### src/rtl/j1soc_rst_ctrl.sv
// Reset sequencer and run controller for the J1 SoC: it stretches the board reset,
// releases the reset domains one after another, then supervises the run.
module j1soc_rst_ctrl #(
    parameter int unsigned N_DOMAINS      = 3,
    parameter int unsigned HOLD_CYCLES    = 5,
    parameter int unsigned STAGGER_CYCLES = 4,
    parameter int unsigned TIMEOUT_CYCLES = 40000,
    parameter int unsigned CNT_W          = 24
) (
    input  logic                 sys_clk_i,
    input  logic                 sys_rst_i,
    input  logic                 sw_rst_req_i,
    input  logic                 done_i,
    output logic [N_DOMAINS-1:0] rst_o,
    output logic                 run_o,
    output logic                 done_o,
    output logic                 timeout_o,
    output logic [CNT_W-1:0]     cycle_cnt_o
);

    if (N_DOMAINS == 0 || HOLD_CYCLES == 0 || STAGGER_CYCLES == 0) begin : g_bad_params
        $fatal(1, "j1soc_rst_ctrl: N_DOMAINS, HOLD_CYCLES and STAGGER_CYCLES must be >= 1");
    end

    typedef enum logic [2:0] {
        ST_HOLD,
        ST_RELEASE,
        ST_RUN,
        ST_DONE,
        ST_TIMEOUT
    } state_t;

    state_t               state_q, state_d;
    logic [CNT_W-1:0]     seq_cnt_q, seq_cnt_d;
    logic [CNT_W-1:0]     cycle_cnt_d, cycle_inc;
    logic [N_DOMAINS-1:0] rst_d;
    logic                 run_d, done_d, timeout_d;
    logic                 release_evt;

    always_comb begin
        state_d     = state_q;
        seq_cnt_d   = seq_cnt_q;
        cycle_cnt_d = cycle_cnt_o;
        rst_d       = rst_o;
        run_d       = run_o;
        done_d      = done_o;
        timeout_d   = timeout_o;
        release_evt = 1'b0;
        cycle_inc   = (cycle_cnt_o == '1) ? cycle_cnt_o : cycle_cnt_o + CNT_W'(1);

        if (sw_rst_req_i) begin
            // The request edge itself counts as the first hold edge (it is the new E0).
            state_d     = ST_HOLD;
            seq_cnt_d   = CNT_W'(1);
            cycle_cnt_d = '0;
            rst_d       = '1;
            run_d       = 1'b0;
            done_d      = 1'b0;
            timeout_d   = 1'b0;
        end else begin
            unique case (state_q)
                ST_HOLD: begin
                    if (seq_cnt_q == CNT_W'(HOLD_CYCLES)) release_evt = 1'b1;
                    else                                  seq_cnt_d   = seq_cnt_q + CNT_W'(1);
                end
                ST_RELEASE: begin
                    if (seq_cnt_q == CNT_W'(STAGGER_CYCLES - 1)) release_evt = 1'b1;
                    else                                         seq_cnt_d   = seq_cnt_q + CNT_W'(1);
                end
                ST_RUN: begin
                    cycle_cnt_d = cycle_inc;
                    if (done_i) begin
                        state_d = ST_DONE;
                        run_d   = 1'b0;
                        done_d  = 1'b1;
                    end else if (TIMEOUT_CYCLES != 0 && cycle_inc == CNT_W'(TIMEOUT_CYCLES)) begin
                        state_d   = ST_TIMEOUT;
                        run_d     = 1'b0;
                        timeout_d = 1'b1;
                        rst_d     = '1;
                    end
                end
                default: ;
            endcase

            // Domains release LSB first, so the reset vector is a shrinking run of ones.
            if (release_evt) begin
                rst_d     = rst_o << 1;
                seq_cnt_d = '0;
                if (rst_d == '0) begin
                    state_d = ST_RUN;
                    run_d   = 1'b1;
                end else begin
                    state_d = ST_RELEASE;
                end
            end
        end
    end

    always_ff @(posedge sys_clk_i) begin
        if (sys_rst_i) begin
            state_q     <= ST_HOLD;
            seq_cnt_q   <= '0;
            cycle_cnt_o <= '0;
            rst_o       <= '1;
            run_o       <= 1'b0;
            done_o      <= 1'b0;
            timeout_o   <= 1'b0;
        end else begin
            state_q     <= state_d;
            seq_cnt_q   <= seq_cnt_d;
            cycle_cnt_o <= cycle_cnt_d;
            rst_o       <= rst_d;
            run_o       <= run_d;
            done_o      <= done_d;
            timeout_o   <= timeout_d;
        end
    end

endmodule

### config.mk
export PLATFORM = sky130hd
export DESIGN_NAME = j1soc_rst_ctrl
export DESIGN_NICKNAME = d
export VERILOG_FILES = /design/src/rtl/j1soc_rst_ctrl.sv
export SDC_FILE = /design/constraint.sdc
export NUM_CORES = 1
export LEC_CHECK = 0
export ABC_AREA = 1
export CAP_MARGIN = 15
export CORE_MARGIN = 3
export CORE_UTILIZATION = 60
export CTS_CLUSTER_SIZE = 24
export DETAILED_ROUTE_END_ITERATION = 16
export DONT_BUFFER_PORTS = 1
export GPL_TIMING_DRIVEN = 0
export PLACE_DENSITY = 0.8
export SETUP_SLACK_MARGIN = 0.2
export SYNTH_ARGS = -nofsm -noshare
export SYNTH_HDL_FRONTEND = slang
export SYNTH_SLANG_ARGS = --single-unit
### constraint.sdc
create_clock -name sys_clk_i -period 4.35 [get_ports sys_clk_i]
set_input_delay 0.435 -clock sys_clk_i [delete_from_list [all_inputs] [get_ports sys_clk_i]]
set_output_delay 0.435 -clock sys_clk_i [all_outputs]
set_load 0.05 [all_outputs]
# Word level (Yosys, flattened, before mapping)
# Index checks and enable logic that the tools add are counted.
# word_totals
register_bits	57
latch_bits	0
ram_bits	0
rom_bits	0
input_bits	4
output_inout_bits	30
word_cells	61
mem_count	0
# classes
n_addsub	2
multipliers	0
n_div	0
n_lt_le_gt_ge	0
eq_ne	11
n_shift	0
muxes	24
bitwise	1
n_reduce_logical	15
# op_table
operator	n
$mux 24	3
$add 24x1->24 const B	2
$pmux 24 s2	1
$eq 24x16->1 const B	1
$eq 24x2->1 const B	1
$eq 24x24->1 const B	1
$eq 24x3->1 const B	1
$mux 3	8
$reduce_and 3->1	4
$mux 1	10
$ne 4x4->1 const B	2
$logic_not 3->1	2
$reduce_bool 2->1	3
$ne 2x2->1 const B	2
$reduce_and 2->1	2
$reduce_bool 4->1	1
$eq 3x1->1 const B	1
$eq 3x2->1 const B	1
$reduce_bool 3->1	1
$reduce_or 3->1	1
$mux 2	1
$ne 2x1->1 const B	1
$pmux 1 s2	1
$reduce_or 2->1	1
$not 1->1	1

# Logic depth before layout (Yosys ltp)
# Gate-level depths: netlist of run 1.
# logic_depth
depth_word	8
ltp_mapped	17
depth_no_buf	17

# Worst setup path before layout of run 1
# OpenSTA, ideal clock, no wires.
# synth_path
path_kind	flip-flop to flip-flop
start	reg cycle_cnt_o[0]
end	reg state_q[0]
setup_time_ps	115
arrival_ps	2295
required_ps	4235
setup_slack_ps	1940
stages_incl_launch_ff	17
path_buffers	0
synth_period_minus_slack_ps	2410
path_cell_list	dfxtp_1 ha_1 nand2_2 nor2_4 nand2_4 nor2_4 nand2_4 nand2_2 nand3_1 nor2_1 nand2_1 nor2_4 nand2_2 nand2_4 nand3_1 nand2_1 nor2_1
# synth_via
elab_chain_len	5
elab_cells_between_ends	6
cone_classes	1 x add/sub; 2 x eq/ne; 1 x mux; 2 x reduce/logical
# synth_lines
element	line	rtl
from (decl)	18	output logic [CNT_W-1:0] cycle_cnt_o
from (signal assigned)	112	cycle_cnt_o <= cycle_cnt_d;
$add 24x1->24 or $eq 24x24->1 (tied branches)	49	cycle_inc = (cycle_cnt_o == '1) ? cycle_cnt_o : cycle_cnt_o + CNT_W'(1);
$mux 24 *	49	
$eq 24x16->1 *	76	end else if (TIMEOUT_CYCLES != 0 && cycle_inc == CNT_W'(TIMEOUT_CYCLES)) begin
$reduce_bool 3->1 (no line) *	-	
$reduce_and 2->1 (no line) *	-	
to (signal assigned)	110	state_q <= state_d;
to (decl)	33	state_t state_q, state_d;
# Every way passes the cells marked *; elsewhere a longest branch is shown, timed or not.
# A chain may end at the register's enable or synchronous reset.

# Worst setup path after layout of run 1
# layout_path
start	reg cycle_cnt_o[0]
end	reg rst_o[1]
# layout_via
elab_chain_len	5
elab_cells_between_ends	6
cone_classes	1 x add/sub; 2 x eq/ne; 1 x mux; 2 x reduce/logical
# layout_lines
element	line	rtl
$add 24x1->24 or $eq 24x24->1 (tied branches)	49	
$mux 24 *	49	
$eq 24x16->1 *	76	
$reduce_bool 2->1 (no line) *	-	
$reduce_and 3->1 (no line) *	-	
to (signal assigned)	113	rst_o <= rst_d;
to (decl)	14	output logic [N_DOMAINS-1:0] rst_o,
# Marked as above.

==> flow_summary.ini, run 1 <==
[global_route]
grt_overflow_total = 0
met2_usage_pct = 41.5
grt_pass1_wl_um = 16800
use_met1_pct = 42.2
grt.busiest_layer = met1
grt_max_degree = 12
grt_use_met3_pct = 6.41
grtUsageTotal_pct = 28.7
antenna_found_initial = 0
grt_pass1_vias = 3487

[floorplan]
io_pins = 34
die_y_um = 85.1
coreArea_um2 = 5990
die_w_um = 85.1
start_util_pct = 62.7
die_area_um2 = 7240
fp-row-count = 28

[worst_setup_path]
startpoint_type = flop
cp_cell_sequence = ha_1, nand2_2, nor2_4, nand2_4, o21ai_0, nand4_1, nor2_1, nand2_1, nor2_2, nand3_2, nand3_1, o21ai_1, nand2_1
path_class = flop to flop
cpMaxStageDelayCell = dfxtp_1
endpoint_kind = flop
cpMostUsedCell = nand2_1
rrSetupSlack_ns = 1.45
cp.arrival_ns = 3.19
cp_max_fo = 8
cpPeakStageDelay_ns = 0.82
required_ns = 4.64

[synth]
synthesis.nets = 603
synth_edf_count = 0
syn_inst = 596
seq_area_frac_synth_pct = 30.4
ys_seq_elements = 57
netlist_area_um2 = 3750
synthFlopType = dfxtp_1
netlist-cell-type-count = 37
ys_async_sr_fraction_pct = 0
syn_area_per_cell_um2 = 6.30
yosysWarnings = 0

[drt]
wl_um = 10100
drt_iter0_markers = 417
drc = 0
avgViaCountPerCell = 5.75
dr.pass1.iters = 6
wl_per_cell_um = 14.7
num_vias = 3952
ant_nets = 0

[cells_and_area]
num_antenna_cells = 0
layout_common_cells = nand2_1 (150), inv_1 (85), nand3_1 (60), nor2_1 (60), dfxtp_1 (57)
fin_cells = 687
layout-drive-gt1-share_pct = 7.84
area_delta_synth_final_pct = 7.70
final_common_cell = nand2_1
multi_input_area_um2 = 2200
seqCellArea_um2 = 1140
num-fill-cells = 548
final_nets = 614

[sta]
max-slew-margin-rel_pct = 49.1
hold_slack_ns = 0.150
finalSetupViolations = 0
rsz0062_at_grt = false
tns_ns = 0
fin_crit_ns = 2.90
hold_viol_final = 0
max_freq_ghz = 0.345
post-route-period-util_pct = 66.6
clock_skew_ns = 0.0126
worst_slew_pin_slew_ns = 0.763
fin_ws_ns = 1.45
slew_violations = 0

[placement]
placed_cells = 671
place_congestion = 0.967
port-buffer-count = 0
dpl.hpwl_um = 7590
place_ws_ns = 1.51

[power_and_ir_drop]
p_leak_nw = 1.56
total_power_mw = 1.05
powerDensity_nw_per_um2 = 259
irDropWorstVdd_mv = 0.168

[clock_tree]
cts_hold_buf = 0
cts_buffer_depth = 2
cts_made_buffers = 9
cts_sinks = 57
cts_tree = done
cts_root_buffer = clkbuf_8
post_cts_buffers = 0
worstSkewPairLatency_ns = 0.35
cts_resized = 0
clk_pin_slew_ns = 0.08
htreeDepth = 3

[run_status]
status = completed

[flow_run]
cap_violations = 0

[min_path]
min_path_type = input port to flop
## layer usage
layer,vias to the layer above,wire (um),part of all wire [%]
li1,1956,-,-
met1,1794,4860,48
met2,183,4200,42
met3,19,896,8.9
met4,0,166,1.6
met5,-,0,0
## cell families (layout without fill, tap and decap cells)
logic type	count (synthesis)	count (layout)	share of synthesized area (%)
compound gates	73	73	10.9
buf+inv	103	119	11.0
simple gates	338	338	41.6
xor+xnor	22	22	5.13
flops	57	57	30.4
fa+ha+maj	3	3	1.00
## power by group
group          switching, mW  internal, mW
combinational         0.0189       0.00615
sequential           0.00327         0.523
clock                  0.234         0.263
total                  0.256         0.792
## per-stage QoR
stage / utilization, % / cell area (um^2)
after floorplan: - / 3750
after global placement: 64.2 / 3850
after detailed placement: 64.2 / 3850
after CTS: 67.5 / 4040
after global routing: 67.5 / 4040
final: 67.5 / 4040
## final cells by class
class                   count  area share (%)
clock inverters             7            1.76
inverters                  86            7.99
clock buffers               9            3.06
well taps                  75            2.32
plain buffers              17            2.20
multi-input cells         436            54.4
flip-flops and latches     57            28.2
## cells in the mapped netlist, types with 3 or more instances
cell	count	area, um^2
ha_1	3	37.5
buf_1	3	11.3
clkbuf_1	8	30.0
nand2_1	150	563
xnor2_1	10	87.6
nor2_4	5	56.3
inv_1	85	319
buf_2	3	15.0
o21ai_0	18	90.1
nor4_1	6	37.5
a21oi_1	34	170
nand4_1	18	113
nand2_4	3	33.8
nor2_2	8	50.1
nor3_1	12	60.1
xor2_1	12	105
nand3_1	60	300
o211ai_1	13	97.6
dfxtp_1	57	1140
nand3b_1	5	37.5
nand2_2	5	31.3
nor2_1	60	225
## sequential cells by signal (all words and copies together), names as in the netlist
register / flops
timeout_o: 1
rst_o: 3
run_o: 1
done_o: 1
seq_cnt_q: 24
cycle_cnt_o: 24
state_q: 3
## worst paths after layout
| kind | from | endpoint | depth (start not counted) |
|---|---|---|---|
| max reg2reg | cycle_cnt_o[0] | rst_o[1] | 13 |
| max | cycle_cnt_o[0] | rst_o[1] | 13 |
| min reg2reg | seq_cnt_q[23] | seq_cnt_q[23] | 2 |
| min | sys_rst_i | seq_cnt_q[0] | 1 |
## critical path: cells and delay by family, from the launching register on
family / cells / cell delay [ns]
fa+ha+maj: 1 / 0.34
compound gates: 2 / 0.35
simple gates: 10 / 1.32
flops: 1 / 0.82
Power figures use the tool's default switching activity.
==> inputs of run 2 (changes only) <==
--- a/config.mk
+++ b/config.mk
@@ -8,7 +8,7 @@
 export ABC_AREA = 1
 export CAP_MARGIN = 15
 export CORE_MARGIN = 3
-export CORE_UTILIZATION = 60
+export CORE_UTILIZATION = 58
 export CTS_CLUSTER_SIZE = 24
 export DETAILED_ROUTE_END_ITERATION = 16
 export DONT_BUFFER_PORTS = 1
==> constraint.sdc (replaced) <==
create_clock -name sys_clk_i -period 2.3 [get_ports sys_clk_i]
set_input_delay 0.23 -clock sys_clk_i [delete_from_list [all_inputs] [get_ports sys_clk_i]]
set_output_delay 0.23 -clock sys_clk_i [all_outputs]
set_load 0.05 [all_outputs]
==> run 2 against run 1 <==
  * Critical endpoint is now state_q[1]
  * Cell area grew 8.0%
  * Non-clock buffer count grew 12
  * Worst setup slack lost 1.4 ns
  * Power grew 100%
  * Combinational power grew 99%
==> flow_summary.ini, run 2 (synthesized netlist as in run 1, its figures left out) <==
[floorplan]
die_y_um = 86.4
fp-row-count = 28
die_w_um = 86.4
start_util_pct = 61.6
coreArea_um2 = 6100
io_pins = 34
die_area_um2 = 7470

[power_and_ir_drop]
combPwrFrac_pct = 2.4
irDropWorstVdd_mv = 0.484
seq_power_share_pct = 46.1
p_leak_nw = 1.69
intPower_mw = 1.65
pwr-share-clk_pct = 51.5
total_power_mw = 2.11
power_switching_mw = 0.465
swShare_pct = 22.0
powerDensity_nw_per_um2 = 484

[sta]
slew_violations = 0
fin_crit_ns = 2.24
hold_viol_final = 0
rsz0062_at_grt = true
max_freq_ghz = 0.446
worst_slew_pin_slew_ns = 0.704
max-slew-margin-rel_pct = 52.7
post-route-period-util_pct = 97.4
finalSetupViolations = 0
clock_skew_ns = 0.0123

[clock_tree]
htreeDepth = 3
cts_buffer_depth = 2
worstSkewPairLatency_ns = 0.34
cts_sinks = 57
cts_root_buffer = clkbuf_8
clk_pin_slew_ns = 0.07
cts_tree = done
cts_made_buffers = 9

[global_route]
met2_usage_pct = 43.1
grtUsageTotal_pct = 29.3
grt.busiest_layer = met2
grt_pass1_wl_um = 17500
grt_pass1_vias = 3723
grt_use_met3_pct = 7.89
grt_overflow_total = 0
grt_max_degree = 11
use_met1_pct = 41.7
antenna_found_initial = 0

[flow_run]
cap_violations = 0

[placement]
dpl.hpwl_um = 7570
place_congestion = 0.960
port-buffer-count = 0

[cells_and_area]
reg_top3 = cycle_cnt_o (24), seq_cnt_q (24)
multi_input_area_um2 = 2310
final_common_cell = nand2_1
num_antenna_cells = 0
num-fill-cells = 504
layout-drive-gt1-share_pct = 16.3
seqCellArea_um2 = 1220
final_nets = 626
layout_common_cells = nand2_1 (146), inv_1 (85), nand3_1 (57), nor2_1 (57), a21oi_1 (33)
area_delta_synth_final_pct = 16.3
final_util_pct = 71.6

[worst_setup_path]
startpoint_type = flop
rrSetupSlack_ns = 0.06
path_class = flop to flop
endpoint_kind = flop
required_ns = 2.53
cp.arrival_ns = 2.48
cp_max_fo = 8

[drt]
drt_iter0_markers = 392
num_vias = 3976
avgViaCountPerCell = 5.69
wl_per_cell_um = 14.9
dr.pass1.iters = 7
ant_nets = 0
drc = 0
wl_um = 10400

[min_path]
min_path_type = input port to flop

[run_status]
status = completed
## run 2: cell types whose count changed in the layout (fill, tap and decap cells not counted), moves of 3 or more
| cell | previous run | this run |
|---|---|---|
| nor2_1 | 60 | 57 |
| dfxtp_4 | 0 | 20 |
| nor2_4 | 5 | 9 |
| nand2_2 | 5 | 8 |
| nand2_1 | 150 | 146 |
| nand3_1 | 60 | 57 |
| buf_4 | 1 | 12 |
| dfxtp_2 | 0 | 5 |
| dfxtp_1 | 57 | 32 |
## run 2: cell type report
| class | instances | share of cell area (%) |
|---|---|---|
| timing repair buffer | 12 | 2.12 |
| sequential | 57 | 28.0 |
| clock buffer | 11 | 3.47 |
| tap | 75 | 2.15 |
| clock inverter | 5 | 1.78 |
| inverter | 86 | 7.39 |
| multi-input combinational | 436 | 53.0 |
| buffer | 17 | 2.12 |
## run 2: power groups by stage
stage               sequential, mW  clock, mW  combinational (mW)
floorplan                     1.01          0              0.0327
global placement              1.01          0              0.0444
detailed placement            1.02          0              0.0447
CTS                          0.980       1.10              0.0477
global route                 0.974       1.14              0.0562
finish                       0.974       1.09              0.0500
## run 2: path summary, 6_finish.rpt
kind | startpoint | endpoint | cells after the start
hold / removal | sw_rst_req_i | seq_cnt_q[0] | 2
setup / recovery | cycle_cnt_o[0] | state_q[1] | 16
setup reg to reg | cycle_cnt_o[0] | state_q[1] | 16
hold reg to reg | seq_cnt_q[23] | seq_cnt_q[23] | 2
## run 2: critical path, cell delays in order (launching register included)
cell and delay, ns:
dfxtp_4 0.50, ha_4 0.20, nand2_4 0.06, nor2_4 0.12, nand2_4 0.10, nor2_4 0.20, nand4_1 0.12, nand2_1 0.11
nand2_2 0.08, nor2_1 0.09, nand2_1 0.09, nor2_4 0.14, nand2_2 0.09, nand2_4 0.08, nand3_1 0.06, nand2_1 0.06
nor2_1 0.04
## run 2: per-stage QoR
stage / setup WS (ns) / cells / setup TNS (ns) / area (um^2) / hold slack [ns]
finish: 0.0587 / 699 / 0 / 4370 / 0.0298
global route: -0.0798 / 699 / -0.344 / 4370 / 0.0297
CTS: 0.0567 / 698 / 0 / 4280 / 0.00911
detailed placement: -0.212 / 671 / -4.18 / 3870 / 0.304
global placement: -0.207 / 671 / -3.37 / 3870 / 0.300
floorplan: 0.210 / 596 / 0 / 3780 / 0.299
## run 2: metal layers
layer / wire (um) / part of all wire, % / vias up
li1: - / - / 1979
met1: 4710 / 45 / 1804
met2: 4460 / 43 / 176
met5: 0 / 0 / -
met3: 1060 / 10 / 17
met4: 155 / 1.5 / 0
## run 2: what timing repair did
item | 4_1_cts | 5_1_grt
setup buffers | 10 | 1
hold endpoints to repair | 1 | 0
cloned | 0 | 0
gates resized for setup | 33 | 23
setup endpoints to repair | 42 | 42
pin swaps | 8 | 5
hold buffers | 1 | 0
